File: src/rtl/wb_arbiter.sv
// wb_arbiter: merges ALU/LSU/NPU results into two regfile write ports.
// Ports: clk, rst (sync, active-high); src_valid/src_ready/src_rd/src_data
//   per producer; write_enable/addr/data on ports A and B; clear_mask.
module wb_arbiter #(
    parameter int DATA_W = 64,
    parameter int ADDR_W = 5,
    parameter int DEPTH  = 2
) (
    input  logic                clk,
    input  logic                rst,
    input  logic [2:0]          src_valid,
    output logic [2:0]          src_ready,
    input  logic [3*ADDR_W-1:0] src_rd,
    input  logic [3*DATA_W-1:0] src_data,
    output logic                write_enable_a,
    output logic [ADDR_W-1:0]   write_addr_a,
    output logic [DATA_W-1:0]   write_data_a,
    output logic                write_enable_b,
    output logic [ADDR_W-1:0]   write_addr_b,
    output logic [DATA_W-1:0]   write_data_b,
    output logic [31:0]         clear_mask
);

    localparam int N  = 3;
    localparam int PW = (DEPTH > 1) ? $clog2(DEPTH) : 1;
    localparam int CW = $clog2(DEPTH + 1);

    logic [ADDR_W-1:0] rd_mem_q   [N][DEPTH];
    logic [ADDR_W-1:0] rd_mem_d   [N][DEPTH];
    logic [DATA_W-1:0] data_mem_q [N][DEPTH];
    logic [DATA_W-1:0] data_mem_d [N][DEPTH];
    logic [PW-1:0]     head_q [N];
    logic [PW-1:0]     head_d [N];
    logic [PW-1:0]     tail_q [N];
    logic [PW-1:0]     tail_d [N];
    logic [CW-1:0]     count_q [N];
    logic [CW-1:0]     count_d [N];
    logic [1:0]        rr_ptr_q, rr_ptr_d;

    logic              we_a_q, we_a_d, we_b_q, we_b_d;
    logic [ADDR_W-1:0] addr_a_q, addr_a_d, addr_b_q, addr_b_d;
    logic [DATA_W-1:0] data_a_q, data_a_d, data_b_q, data_b_d;
    logic [31:0]       mask_q, mask_d;

    logic [N-1:0]      push, pop, nonempty;
    logic [ADDR_W-1:0] head_rd   [N];
    logic [DATA_W-1:0] head_data [N];
    logic [1:0]        order [N];
    logic              gnt_a, gnt_b;
    logic [1:0]        a_idx, b_idx;

    function automatic logic [PW-1:0] ptr_inc(input logic [PW-1:0] p);
        return (p == PW'(DEPTH - 1)) ? '0 : p + 1'b1;
    endfunction

    function automatic logic [1:0] wrap3(input logic [2:0] v);
        return (v >= 3'd3) ? 2'(v - 3'd3) : v[1:0];
    endfunction

    // Ready depends only on registered occupancy.
    always_comb begin
        for (int i = 0; i < N; i++) begin
            src_ready[i] = (count_q[i] < CW'(DEPTH));
            nonempty[i]  = (count_q[i] != '0);
            head_rd[i]   = rd_mem_q[i][head_q[i]];
            head_data[i] = data_mem_q[i][head_q[i]];
            // x0 results complete the handshake but are never stored.
            push[i]      = src_valid[i] & src_ready[i]
                         & (src_rd[i*ADDR_W +: ADDR_W] != '0);
        end
    end

    // Round-robin scan; a head matching grant A's rd waits a cycle so the
    // later-scanned producer's value lands last.
    always_comb begin
        gnt_a = 1'b0;
        gnt_b = 1'b0;
        a_idx = 2'd0;
        b_idx = 2'd0;
        for (int k = 0; k < N; k++) begin
            order[k] = wrap3({1'b0, rr_ptr_q} + 3'(k));
        end
        for (int k = 0; k < N; k++) begin
            if (nonempty[order[k]]) begin
                if (!gnt_a) begin
                    gnt_a = 1'b1;
                    a_idx = order[k];
                end else if (!gnt_b && (head_rd[order[k]] != head_rd[a_idx])) begin
                    gnt_b = 1'b1;
                    b_idx = order[k];
                end
            end
        end
        pop = '0;
        if (gnt_a) pop[a_idx] = 1'b1;
        if (gnt_b) pop[b_idx] = 1'b1;
        if (gnt_b) begin
            rr_ptr_d = wrap3({1'b0, b_idx} + 3'd1);
        end else if (gnt_a) begin
            rr_ptr_d = wrap3({1'b0, a_idx} + 3'd1);
        end else begin
            rr_ptr_d = rr_ptr_q;
        end
    end

    always_comb begin
        rd_mem_d   = rd_mem_q;
        data_mem_d = data_mem_q;
        head_d     = head_q;
        tail_d     = tail_q;
        count_d    = count_q;
        for (int i = 0; i < N; i++) begin
            if (push[i]) begin
                rd_mem_d[i][tail_q[i]]   = src_rd[i*ADDR_W +: ADDR_W];
                data_mem_d[i][tail_q[i]] = src_data[i*DATA_W +: DATA_W];
                tail_d[i] = ptr_inc(tail_q[i]);
            end
            if (pop[i]) begin
                head_d[i] = ptr_inc(head_q[i]);
            end
            count_d[i] = count_q[i] + CW'(push[i]) - CW'(pop[i]);
        end
    end

    always_comb begin
        we_a_d   = gnt_a;
        we_b_d   = gnt_b;
        addr_a_d = gnt_a ? head_rd[a_idx]   : '0;
        data_a_d = gnt_a ? head_data[a_idx] : '0;
        addr_b_d = gnt_b ? head_rd[b_idx]   : '0;
        data_b_d = gnt_b ? head_data[b_idx] : '0;
        mask_d   = '0;
        if (gnt_a) mask_d = mask_d | (32'd1 << addr_a_d);
        if (gnt_b) mask_d = mask_d | (32'd1 << addr_b_d);
    end

    // Storage needs no reset; occupancy is tracked by count/pointers.
    always_ff @(posedge clk) begin
        rd_mem_q   <= rd_mem_d;
        data_mem_q <= data_mem_d;
    end

    always_ff @(posedge clk) begin
        if (rst) begin
            for (int i = 0; i < N; i++) begin
                head_q[i]  <= '0;
                tail_q[i]  <= '0;
                count_q[i] <= '0;
            end
            rr_ptr_q <= 2'd0;
            we_a_q   <= 1'b0;
            we_b_q   <= 1'b0;
            addr_a_q <= '0;
            addr_b_q <= '0;
            data_a_q <= '0;
            data_b_q <= '0;
            mask_q   <= '0;
        end else begin
            head_q   <= head_d;
            tail_q   <= tail_d;
            count_q  <= count_d;
            rr_ptr_q <= rr_ptr_d;
            we_a_q   <= we_a_d;
            we_b_q   <= we_b_d;
            addr_a_q <= addr_a_d;
            addr_b_q <= addr_b_d;
            data_a_q <= data_a_d;
            data_b_q <= data_b_d;
            mask_q   <= mask_d;
        end
    end

    assign write_enable_a = we_a_q;
    assign write_addr_a   = addr_a_q;
    assign write_data_a   = data_a_q;
    assign write_enable_b = we_b_q;
    assign write_addr_b   = addr_b_q;
    assign write_data_b   = data_b_q;
    assign clear_mask     = mask_q;

endmodule

File: config.mk
export PLATFORM = sky130hd
export DESIGN_NAME = wb_arbiter
export DESIGN_NICKNAME = d
export VERILOG_FILES = /design/src/rtl/wb_arbiter.sv
export SDC_FILE = /design/constraint.sdc
export NUM_CORES = 1
export LEC_CHECK = 0
export ABC_AREA = 1
export CORE_MARGIN = 2
export CORE_UTILIZATION = 24
export DETAILED_ROUTE_END_ITERATION = 12
export PLACE_DENSITY = 0.42
export SYNTH_ARGS = -nofsm -noshare
export SYNTH_HDL_FRONTEND = slang
export SYNTH_SLANG_ARGS = --single-unit
File: constraint.sdc
create_clock -name clk -period 4.4 [get_ports clk]
set_clock_uncertainty 0.15 [all_clocks]
set_input_delay 0.88 -clock clk [delete_from_list [all_inputs] [get_ports clk]]
set_output_delay 0.88 -clock clk [all_outputs]
set_load 0.05 [all_outputs]
==> results of run 1 <==
-- state kept, by name, summed over array words and instances, names as in the netlist, 2 cells and up --
name          flops
clear_mask       32
count_q           6
data_mem_q      384
head_q            3
rd_mem_q         30
rr_ptr_q          2
tail_q            3
write_addr_a      5
write_addr_b      5
write_data_a     64
write_data_b     64
-- worst register-to-register path, delay by kind of cell, from the launching register on --
family	cells	cell delay, ns
DFF	1	0.56
and+or+nand+nor	9	1.07
buffers and inverters	3	0.40
adders and majority gates	3	0.66
xor gates and xnor gates	1	0.19
AOI/OAI and AO/OA	6	0.99
-- per-stage QoR --
stage	hold slack [ns]	setup slack, ns	TNS [ns]	instances
3_5_place_dp	0.323	0.147	0	3906
6_report	0.340	0.335	0	4050
5_1_grt	0.349	0.0175	0	4045
4_1_cts	0.339	0.146	0	4043
3_3_place_gp	0.313	0.214	0	3906
2_1_floorplan	0.293	-0.396	-161.50	2218
-- cells by family (layout without fill, tap and decap cells) --
logic type / after synthesis / in the layout
buffers and inverters: 216 / 684
adder cells (fa/ha/maj): 15 / 15
XOR/XNOR: 3 / 3
AO/OA/AOI/OAI: 299 / 299
other: 0 / 7
flip-flops: 600 / 600
multiplexers: 128 / 128
AND/OR/NAND/NOR: 957 / 957
-- path summary, 6_finish.rpt --
kind | startpoint | end | slack [ns]
max | head_q[1]$_SDFFE_PP0N_ | count_q[5]$_SDFF_PP0_ | 0.33
min | count_q[5]$_SDFF_PP0_ | count_q[5]$_SDFF_PP0_ | 0.34
max reg2reg | head_q[1]$_SDFFE_PP0N_ | count_q[5]$_SDFF_PP0_ | 0.33
min reg2reg | count_q[5]$_SDFF_PP0_ | count_q[5]$_SDFF_PP0_ | 0.34
-- metal layers --
| layer | vias up | track usage |
|---|---|---|
| met2 | 595 | 0.287 |
| met3 | 151 | 0.0409 |
| met5 | - | 0 |
| met4 | 24 | 0.0515 |
| li1 | 8525 | - |
| met1 | 8845 | 0.211 |
-- cell type report --
| class | instances | area share |
|---|---|---|
| tap | 1357 | 0.0522 |
| timing repair buffer | 455 | 0.137 |
| antenna | 7 | 0.000539 |
| multi-input combinational | 1402 | 0.226 |
| sequential | 600 | 0.497 |
| clock buffer | 106 | 0.0676 |
| clock inverter | 31 | 0.00939 |
| inverter | 92 | 0.0110 |
-- cell usage in the layout (no fill, tap or decap), drive strengths merged --
cell type / n
a21oi: 172
clkdlybuf4s50: 386
dfxtp: 186
o211ai: 33
clkinv: 22
buf: 69
nand4: 19
a22o: 2
or3: 3
o21a: 1
and2: 3
o311ai: 3
nand3: 160
nor2: 65
a31oi: 3
o21ai: 78
edfxtp: 414
diode: 7
nand2: 698
inv: 97
clkbuf: 106
nor3: 2
nor4: 1
ha: 15
xor2: 3
o22ai: 1
mux2i: 128
nand3b: 3
or2: 3
a221oi: 6
bufinv: 4
-- power groups by stage --
stage	Sequential (mW)	Combinational (mW)	Clock [mW]
global route	7.48	13.6	6.62
CTS	7.42	12.6	6.40
floorplan	8.83	6.55	0
detailed placement	7.53	12.5	0
finish	7.41	12.4	6.21
global placement	7.52	12.5	0
==> summary.md, run 1 <==
| Metric | Value |
|---|---|
| Starting Density | `0.243` |
| Top Ports | `around 390` |
| Detailed Place HPWL | `about 59000 µm` |
| CTS tree | `done` |
| Async S/R FF share, synth | `0` |
| Fin. max-slew vios | `0` |
| Compound-Gate Fraction of Synth Area | `0.0689` |
| Vias in the first global route | `around 18k` |
| Xor/xnor share of the synthesized area | `0.00108` |
| Clock Power Share | `0.239` |
| Leakage power | `between 10 and 15 nW` |
| DRC viols | `0` |
| Postcts setup bufs | `0` |
| Clk sinks | `600` |
| Psw | `about 12 mW` |
| Mux cell area share after synthesis | `0.0527` |
| R2r worst-path depth | `22` |
| Most frequent cell after synthesis | `nand2_1` |
| Crit Path Class | `reg2reg` |
| Register area share after synthesis | `0.664` |
| Layout Utilization | `0.324` |
| Area delta synth->final | `33.7%` |
| Slew headroom | `0.352` |
| Initial detailed-routing violation count | `1406` |
| VDD IR max | `roughly 0.58 mV` |
| Synth warnings | `0` |
| Critical path peak fanout | `17` |
| Yosys top cell area share | `0.511` |
| CP top delay family | `simple AND/OR/NAND/NOR gates` |
| Share of cells above drive strength 1 | `0.0957` |
| Fillers | `10.0k` |
| Post-synthesis adder-cell area fraction | `0.00771` |
| Clock root buffer | `clkbuf_16` |
| Total chip power | `approximately 26 mW` |
| Critical Path AT | `approximately 4.5 ns` |
| Net count after synthesis | `2445` |
| Area contributors post-synth | `edfxtp_1 51%, dfxtp_1 15%, nand2_1 11%, mux2i_1 5.3%, a21oi_1 3.5%` |
| Switching portion of total power | `0.449` |
| Fmax | `0.246 GHz` |
| Worst skew pair latency | `between 0.6 and 0.7 ns` |
| GPL Wtd Cong | `roughly 0.87` |
| Die Y-Extent | `322 µm` |
| Main combinational cell family by area after synthesis | `simple AND/OR/NAND/NOR gates` |
| Highest metal used | `met5` |
| EDFF count, synth | `approximately 410` |
| Hold-fix buffers at CTS | `0` |
| CP cell instances | `inv_1, nand2_1, nand2_1, inv_1, nand2_1, o211ai_1, o21ai_0, nand3b_1, nand2_1, nor2_2, a21oi_2, nand2_1, nand2_1, nand2_4, ha_1, a22o_1, ha_1, inv_1, ha_1, xor2_1, o21ai_0, a21oi_1` |
| Overflow after GRT | `0` |
| Largest net degree at the start of global routing | `64` |
| Post-synth cell types | `46` |
| Final Cell Area | `32500 µm²` |
| Global-route wire length before repair | `127000 µm` |
| RSZ-0062 raised after global routing | `false` |
| Worst path depth | `22` |
| Mapped Avg Cell Area | `between 10 and 15 µm²` |
| Required time worst endpoint | `just under 5 ns` |
| Worst slew pin tran | `0.971 ns` |
| Final Cycle Share | `0.924` |
| Die W | `between 300 and 400 µm` |
| Via/cell ratio | `between 4 and 5` |
| Gate Count Post-Synth | `2218` |
| Post-synth top area cell | `edfxtp_1` |
| Gate power share | `0.477` |
| Antenna violations before repair | `18` |
| Num rows | `roughly 120` |
| Hold depth | `1` |
| Post-CTS Resized | `0` |
| Wire length on met3 | `around 6000 µm` |
| Final min period | `4.07 ns` |
| Worst-path clk slew | `around 0.060 ns` |
| Sequential Area | `around 16000 µm²` |
| Max Cap Violations | `0` |
| Mapped cell area | `around 24000 µm²` |
| Yosys reg bits | `600` |
| Cts bufs inserted | `74` |
| Vias | `about 18k` |
| Met1 wire length | `37700 µm` |
| Most frequent CP cell | `nand2_1` |
| PortBufs | `386` |
| Clock Path Buffers | `3` |
| Reg power frac | `0.284` |
| Core area | `100000 µm²` |
| Status | `complete, no violations` |
| Nets | `between 2k and 3k` |
| PD cells | `801 nW/µm²` |
| CP startpoint kind | `flop` |
| Internal power | `between 10 and 15 mW` |
| Die area | `between 100000 and 150000 µm²` |
| CP max-delay cell | `dfxtp_4` |
| Synth cell count leaders | `691 x nand2_1, 414 x edfxtp_1, 186 x dfxtp_1, 169 x a21oi_1, 148 x nand3_1` |
| Endpoints failing setup | `0` |
| TritonRoute pass-1 iters | `5` |
| DR WL/cell | `22.0 µm` |
| CP Capture Type | `flop` |
| Ys flop type | `edfxtp_1` |
| WP buf/inv | `3` |
| Hold Path Class | `reg2reg` |
| Routed Antenna Nets | `0` |
| Post-Synth Simple-Gate Area | `0.168` |
| Routed wire length | `89200 µm` |
| Slowest cell delay on critical path | `roughly 0.56 ns` |
| Multi-input logic area | `approximately 7300 µm²` |
| Fin. Hold Viols | `0` |
| Area after DPL | `30000 µm²` |
| GRT Resource Usage Total | `0.169` |
| Routed wl met2 | `43200 µm` |
| Htree depth | `3` |
Power figures use the tool's default switching activity.
==> inputs of run 2 (changes only) <==
--- a/config.mk
+++ b/config.mk
@@ -6,8 +6,10 @@
 export NUM_CORES = 1
 export LEC_CHECK = 0
 export ABC_AREA = 1
+export ABC_CLOCK_PERIOD_IN_PS = 4400
 export CORE_MARGIN = 2
 export CORE_UTILIZATION = 24
+export CTS_CLUSTER_SIZE = 25
 export DETAILED_ROUTE_END_ITERATION = 12
 export PLACE_DENSITY = 0.42
 export SYNTH_ARGS = -nofsm -noshare
==> results of run 2 <==
The final DEF is identical to that of run 1; final timing and power are the same.
==> inputs of run 3 (changes only) <==
--- a/config.mk
+++ b/config.mk
@@ -12,6 +12,7 @@
 export CTS_CLUSTER_SIZE = 25
 export DETAILED_ROUTE_END_ITERATION = 12
 export PLACE_DENSITY = 0.42
+export SKIP_CTS_REPAIR_TIMING = 1
 export SYNTH_ARGS = -nofsm -noshare
 export SYNTH_HDL_FRONTEND = slang
 export SYNTH_SLANG_ARGS = --single-unit
==> results of run 3 <==
The final DEF is identical to that of run 1; final timing and power are the same.
